`src/rtl/qpu_exu_wbck_arbiter_if.sv`:
```
// rtl/qpu_exu_wbck_arbiter_if.sv - ALU / long-pipe request and CRF write-port bundle for the write-back arbiter
interface qpu_exu_wbck_arbiter_if #(
  parameter int XLEN    = 32,
  parameter int RFIDX_W = 5
);
  logic               alu_wbck_i_valid;
  logic               alu_wbck_i_ready;
  logic [XLEN-1:0]    alu_wbck_i_data;
  logic [RFIDX_W-1:0] alu_wbck_i_rdidx;

  logic               lng_wbck_i_valid;
  logic               lng_wbck_i_ready;
  logic [XLEN-1:0]    lng_wbck_i_data;
  logic [RFIDX_W-1:0] lng_wbck_i_rdidx;

  logic               crf_wbck_o_valid;
  logic               crf_wbck_o_ready;
  logic [XLEN-1:0]    crf_wbck_o_data;
  logic [RFIDX_W-1:0] crf_wbck_o_rdidx;
  logic               crf_wbck_o_src;

  modport master (
    input  alu_wbck_i_valid, alu_wbck_i_data, alu_wbck_i_rdidx,
    output alu_wbck_i_ready,
    input  lng_wbck_i_valid, lng_wbck_i_data, lng_wbck_i_rdidx,
    output lng_wbck_i_ready,
    output crf_wbck_o_valid, crf_wbck_o_data, crf_wbck_o_rdidx, crf_wbck_o_src,
    input  crf_wbck_o_ready
  );

  modport slave (
    output alu_wbck_i_valid, alu_wbck_i_data, alu_wbck_i_rdidx,
    input  alu_wbck_i_ready,
    output lng_wbck_i_valid, lng_wbck_i_data, lng_wbck_i_rdidx,
    input  lng_wbck_i_ready,
    input  crf_wbck_o_valid, crf_wbck_o_data, crf_wbck_o_rdidx, crf_wbck_o_src,
    output crf_wbck_o_ready
  );
endinterface

```
`src/rtl/qpu_exu_wbck_arbiter.sv`:
```
// rtl/qpu_exu_wbck_arbiter.sv - CRF write-port arbiter, long-pipe priority, one-entry output stage
// Optional ALU starvation guard enabled by defining QPU_WBCK_STARVE_GUARD_EN.
module qpu_exu_wbck_arbiter #(
  parameter int XLEN       = 32,
  parameter int RFIDX_W    = 5,
  parameter int STARVE_MAX = 4
) (
  input  logic                   clk,
  input  logic                   rst_n,
  qpu_exu_wbck_arbiter_if.master wb
);
  logic               slot_free;
  logic               alu_override;
  logic               lng_win;
  logic               alu_hs;
  logic               lng_hs;
  logic               load;
  logic [XLEN-1:0]    win_data;
  logic [RFIDX_W-1:0] win_rdidx;

  logic               out_valid;
  logic [XLEN-1:0]    out_data;
  logic [RFIDX_W-1:0] out_rdidx;
  logic               out_src;

  assign slot_free = ~out_valid | wb.crf_wbck_o_ready;

`ifdef QPU_WBCK_STARVE_GUARD_EN
  localparam int CNT_W = $clog2(STARVE_MAX + 1);
  logic [CNT_W-1:0] starve_cnt;

  assign alu_override = (starve_cnt == CNT_W'(STARVE_MAX)) & wb.alu_wbck_i_valid;

  // Counts long-pipe grants taken while the ALU was waiting; frozen under backpressure.
  always_ff @(posedge clk or negedge rst_n) begin
    if (!rst_n) begin
      starve_cnt <= '0;
    end else if (slot_free) begin
      if (alu_hs | ~wb.alu_wbck_i_valid) begin
        starve_cnt <= '0;
      end else if (lng_hs && starve_cnt != CNT_W'(STARVE_MAX)) begin
        starve_cnt <= starve_cnt + CNT_W'(1);
      end
    end
  end
`else
  logic [31:0] unused_starve_max;
  assign unused_starve_max = 32'(STARVE_MAX);
  assign alu_override      = 1'b0;
`endif

  // The ALU holds the grant whenever the long pipe does not, so its ready never waits on its own valid.
  assign lng_win             = wb.lng_wbck_i_valid & ~alu_override;
  assign wb.lng_wbck_i_ready = rst_n & lng_win & slot_free;
  assign wb.alu_wbck_i_ready = rst_n & ~lng_win & slot_free;

  assign alu_hs = wb.alu_wbck_i_valid & wb.alu_wbck_i_ready;
  assign lng_hs = wb.lng_wbck_i_valid & wb.lng_wbck_i_ready;

  assign win_data  = lng_win ? wb.lng_wbck_i_data  : wb.alu_wbck_i_data;
  assign win_rdidx = lng_win ? wb.lng_wbck_i_rdidx : wb.alu_wbck_i_rdidx;

  // Writes to x0 are accepted but never reach the register file.
  assign load = (alu_hs | lng_hs) & (win_rdidx != '0);

  always_ff @(posedge clk or negedge rst_n) begin
    if (!rst_n) begin
      out_valid <= 1'b0;
      out_data  <= '0;
      out_rdidx <= '0;
      out_src   <= 1'b0;
    end else if (slot_free) begin
      out_valid <= load;
      if (load) begin
        out_data  <= win_data;
        out_rdidx <= win_rdidx;
        out_src   <= lng_win;
      end
    end
  end

  assign wb.crf_wbck_o_valid = out_valid;
  assign wb.crf_wbck_o_data  = out_data;
  assign wb.crf_wbck_o_rdidx = out_rdidx;
  assign wb.crf_wbck_o_src   = out_src;
endmodule
```
`src/flat_wrapper.sv`:
```
// flat-port wrapper written by rule: the top's interface ports become plain ports
module qpu_exu_wbck_arbiter_flat 
#(
  parameter int XLEN       = 32,
  parameter int RFIDX_W    = 5,
  parameter int STARVE_MAX = 4
)
  (clk, rst_n, wb_alu_wbck_i_valid, wb_alu_wbck_i_data, wb_alu_wbck_i_rdidx, wb_alu_wbck_i_ready, wb_lng_wbck_i_valid, wb_lng_wbck_i_data, wb_lng_wbck_i_rdidx, wb_lng_wbck_i_ready, wb_crf_wbck_o_valid, wb_crf_wbck_o_data, wb_crf_wbck_o_rdidx, wb_crf_wbck_o_src, wb_crf_wbck_o_ready);
  qpu_exu_wbck_arbiter_if #(.XLEN(XLEN), .RFIDX_W(RFIDX_W)) wb_i ();
  input  logic clk;
  input  logic rst_n;
  input wire logic [$bits(wb_i.alu_wbck_i_valid)-1:0] wb_alu_wbck_i_valid;
  input wire logic [$bits(wb_i.alu_wbck_i_data)-1:0] wb_alu_wbck_i_data;
  input wire logic [$bits(wb_i.alu_wbck_i_rdidx)-1:0] wb_alu_wbck_i_rdidx;
  output wire logic [$bits(wb_i.alu_wbck_i_ready)-1:0] wb_alu_wbck_i_ready;
  input wire logic [$bits(wb_i.lng_wbck_i_valid)-1:0] wb_lng_wbck_i_valid;
  input wire logic [$bits(wb_i.lng_wbck_i_data)-1:0] wb_lng_wbck_i_data;
  input wire logic [$bits(wb_i.lng_wbck_i_rdidx)-1:0] wb_lng_wbck_i_rdidx;
  output wire logic [$bits(wb_i.lng_wbck_i_ready)-1:0] wb_lng_wbck_i_ready;
  output wire logic [$bits(wb_i.crf_wbck_o_valid)-1:0] wb_crf_wbck_o_valid;
  output wire logic [$bits(wb_i.crf_wbck_o_data)-1:0] wb_crf_wbck_o_data;
  output wire logic [$bits(wb_i.crf_wbck_o_rdidx)-1:0] wb_crf_wbck_o_rdidx;
  output wire logic [$bits(wb_i.crf_wbck_o_src)-1:0] wb_crf_wbck_o_src;
  input wire logic [$bits(wb_i.crf_wbck_o_ready)-1:0] wb_crf_wbck_o_ready;
  assign wb_i.alu_wbck_i_valid = wb_alu_wbck_i_valid;
  assign wb_i.alu_wbck_i_data = wb_alu_wbck_i_data;
  assign wb_i.alu_wbck_i_rdidx = wb_alu_wbck_i_rdidx;
  assign wb_alu_wbck_i_ready = wb_i.alu_wbck_i_ready;
  assign wb_i.lng_wbck_i_valid = wb_lng_wbck_i_valid;
  assign wb_i.lng_wbck_i_data = wb_lng_wbck_i_data;
  assign wb_i.lng_wbck_i_rdidx = wb_lng_wbck_i_rdidx;
  assign wb_lng_wbck_i_ready = wb_i.lng_wbck_i_ready;
  assign wb_crf_wbck_o_valid = wb_i.crf_wbck_o_valid;
  assign wb_crf_wbck_o_data = wb_i.crf_wbck_o_data;
  assign wb_crf_wbck_o_rdidx = wb_i.crf_wbck_o_rdidx;
  assign wb_crf_wbck_o_src = wb_i.crf_wbck_o_src;
  assign wb_i.crf_wbck_o_ready = wb_crf_wbck_o_ready;
  qpu_exu_wbck_arbiter #(.XLEN(XLEN), .RFIDX_W(RFIDX_W), .STARVE_MAX(STARVE_MAX)) u_core (.clk(clk), .rst_n(rst_n), .wb(wb_i));
endmodule
```
`config.mk`:
```
export PLATFORM = sky130hd
export DESIGN_NAME = qpu_exu_wbck_arbiter_flat
export DESIGN_NICKNAME = d
export VERILOG_FILES = /design/src/rtl/qpu_exu_wbck_arbiter_if.sv /design/src/rtl/qpu_exu_wbck_arbiter.sv /design/src/flat_wrapper.sv
export SDC_FILE = /design/constraint.sdc
export NUM_CORES = 1
export LEC_CHECK = 0
export ABC_AREA = 1
export CORE_MARGIN = 2
export CORE_UTILIZATION = 42
export CTS_CLUSTER_DIAMETER = 80
export DETAILED_ROUTE_END_ITERATION = 7
export PLACE_DENSITY_LB_ADDON = 0.08
export SLEW_MARGIN = 40
export SYNTH_ARGS = -nofsm -noshare
export SYNTH_HDL_FRONTEND = slang
export SYNTH_SLANG_ARGS = --single-unit
```
`constraint.sdc`:
```
create_clock -name clk -period 2.4 [get_ports clk]
set_input_delay 0.48 -clock clk [delete_from_list [all_inputs] [get_ports clk]]
set_output_delay 0.48 -clock clk [all_outputs]
set_load 0.05 [all_outputs]
```
==> metrics, run 1 <==
status finished, final reports clean; Primary FF master, synth dfrtp_1; Max Buffers Root-to-Sink 2; row count 25; Routed WL per cell 12.2 µm; first-pass GRT wire length 9650 µm; H-tree levels 2; via count 2,213; routed wire length 5890 µm; Cell Pwr Density 710 nW/µm²; CP startpoint kind input pin; GPL Wtd Cong 0.740; synth cell count leaders nand2_1, dfrtp_1, nand3_1; die footprint 5670 µm²; Worst Path Arrival 1580 ps; Async SR Flop Fraction 1.00; Worst slew margin 0.647; Synth cell types 19; initial antenna violation count 0; post_cts resized 0; syn nets 377; MaxCap Viol Count 0; Leakage 1.75 nW; # IOs 120; register area share after synthesis 0.457; slowest CP cell clkdlybuf4s50_1; GR Util All Layers 0.220; reg-to-reg slack, setup 1000 ps; Die H 75.3 µm; RSZ-0062 raised after global routing no; Worst Tran Pin Value 527 ps; clock sinks 39; number of synthesized flops with an enable pin 0; Netlist Area Pre-Place 2140 µm²; setup violators final 0; largest net degree at the start of global routing 40; data required time of the critical path 1920 ps; Peak Freq 486 MHz; worst vdd ir 366 µV; Hold Crit Class input pin to asynchronous set/reset pin; die width 75.3 µm; top-count cell post-synth nand2_1; initial core utilization 0.443; Worst Path Max Fanout 20; Post-Route Setup TNS 0 ps; CTS Buf Count 5; RR Endpoint u_core.wb.crf_wbck_o_data[20]; Slew Limit Fails 0; vias in the first global route 2,167; Layout Nets 492; Ys Warns 0; Cells after Synth 298; Ant. Diodes 0; post-route setup slack 341 ps; Synth top area share 0.457; share of layout cells above drive strength 1 0.0942; R2R cell count 6; skew final 2.33 ps; CTS tree done; Crit. End Element output port; Initial DRC Count 105; dpl ws 120 ps; CP Class input pin to output port; largest cells by area after synthesis dfrtp_1, nand2_1, nand3_1; I/O Buffers 119; Layout Utilization 0.721; critical path cell sequence clkdlybuf4s50_1 -> inv_2 -> nor2_1 -> buf_12; TritonRoute pass-1 iters 4; max incr delay on CP 510 ps; worst r2r src u_core.wb.crf_wbck_o_valid; top cell type by total area after synthesis dfrtp_1; Final Hold Fails 0; Yosys reg bits 39; hold buffers post-CTS 0; Post-CTS Setup Inserts 0; Worst-Skew Late Latency 280 ps; Post-DRT Antenna Nets 0; syn_area_per_cell 7.17 µm²; placed wire-length estimate 4340 µm; Tmin final 2060 ps; root buffer cell clkbuf_8; hold_ws 263 ps; core area 4820 µm²; post-DR vias/cell 4.60; clock transition at the registers of the reported paths 70 ps; Area Overhead vs Synth 62.5%; grt total ovfl 0; fin crit share 0.858; DRC 0
where the power goes:
group	switching [mW]	internal (mW)
Clock	0.217	0.262
Combinational	0.709	0.423
Sequential	0.0723	0.780
Total	0.999	1.46
worst max path at each step:
stage | startpoint | cells past startpoint | end | slack [ps]
global route | wb_lng_wbck_i_valid | 9 | u_core.wb.crf_wbck_o_data[29] | 240
floorplan | wb_lng_wbck_i_valid | 4 | wb_lng_wbck_i_ready | 420
CTS | wb_lng_wbck_i_valid | 4 | wb_lng_wbck_i_ready | 320
finish | wb_lng_wbck_i_valid | 4 | wb_lng_wbck_i_ready | 340
detailed placement | wb_lng_wbck_i_valid | 9 | u_core.wb.crf_wbck_o_data[20] | 120
global placement | wb_lng_wbck_i_valid | 9 | u_core.wb.crf_wbck_o_rdidx[0] | 160
critical path: cells and delay by family:
kind                   cells  cell delay, ps
buffers and inverters      3             860
and+or+nand+nor            1             230
metal layers:
layer / vias up / part of all wire / global-route usage
met4: 0 / 0.014 / 0.0585
met3: 9 / 0.095 / 0.0807
met1: 979 / 0.40 / 0.264
li1: 1144 / - / -
met5: - / 0 / 0
met2: 81 / 0.49 / 0.376
flip-flops by register name, summed over array words and instances, names as in the netlist:
name,cells
u_core.wb.crf_wbck_o_rdidx,5
u_core.wb.crf_wbck_o_data,32
u_core.wb.crf_wbck_o_valid,1
u_core.wb.crf_wbck_o_src,1
cell usage in the layout, fill, tap and decap left out, drive strengths merged:
master	instances
nand3	39
nand2	189
clkbuf	8
buf	12
clkdlybuf4s50	116
o21ai	1
a21oi	1
dfrtp	39
nor2	4
inv	5
cells by family (layout without fill, tap and decap cells):
group	after synthesis	in the layout	share of synthesized area
AND/OR/NAND/NOR	232	232	0.461
flip-flops	39	39	0.457
buffers and inverters	25	141	0.0720
AO/OA/AOI/OAI	2	2	0.00996
per-stage QoR:
stage / power [mW] / area, µm² / cells
6_report: 2.46 / 3470 / 481
5_1_grt: 2.59 / 3470 / 481
4_1_cts: 2.49 / 3470 / 481
3_5_place_dp: 2.00 / 3370 / 473
3_3_place_gp: 1.98 / 3370 / 473
2_1_floorplan: 1.54 / 2140 / 298
area by class of cell:
type / count / area [µm²]
clock buffers: 8 / 100
fillers: 434 / 1350
inverters: 5 / 18.8
multi-input cells: 234 / 1010
flip-flops and latches: 39 / 976
well taps: 67 / 83.8
repair buffers: 128 / 1290
(Power assumes the default switching activity.)
==> run 2: changes to the inputs <==
--- a/config.mk
+++ b/config.mk
@@ -11,6 +11,7 @@
 export CTS_CLUSTER_DIAMETER = 80
 export DETAILED_ROUTE_END_ITERATION = 7
 export PLACE_DENSITY_LB_ADDON = 0.08
+export SKIP_LAST_GASP = 1
 export SLEW_MARGIN = 40
 export SYNTH_ARGS = -nofsm -noshare
 export SYNTH_HDL_FRONTEND = slang
==> results of run 2 <==
Final layout, timing and power as in run 1 (identical DEF).
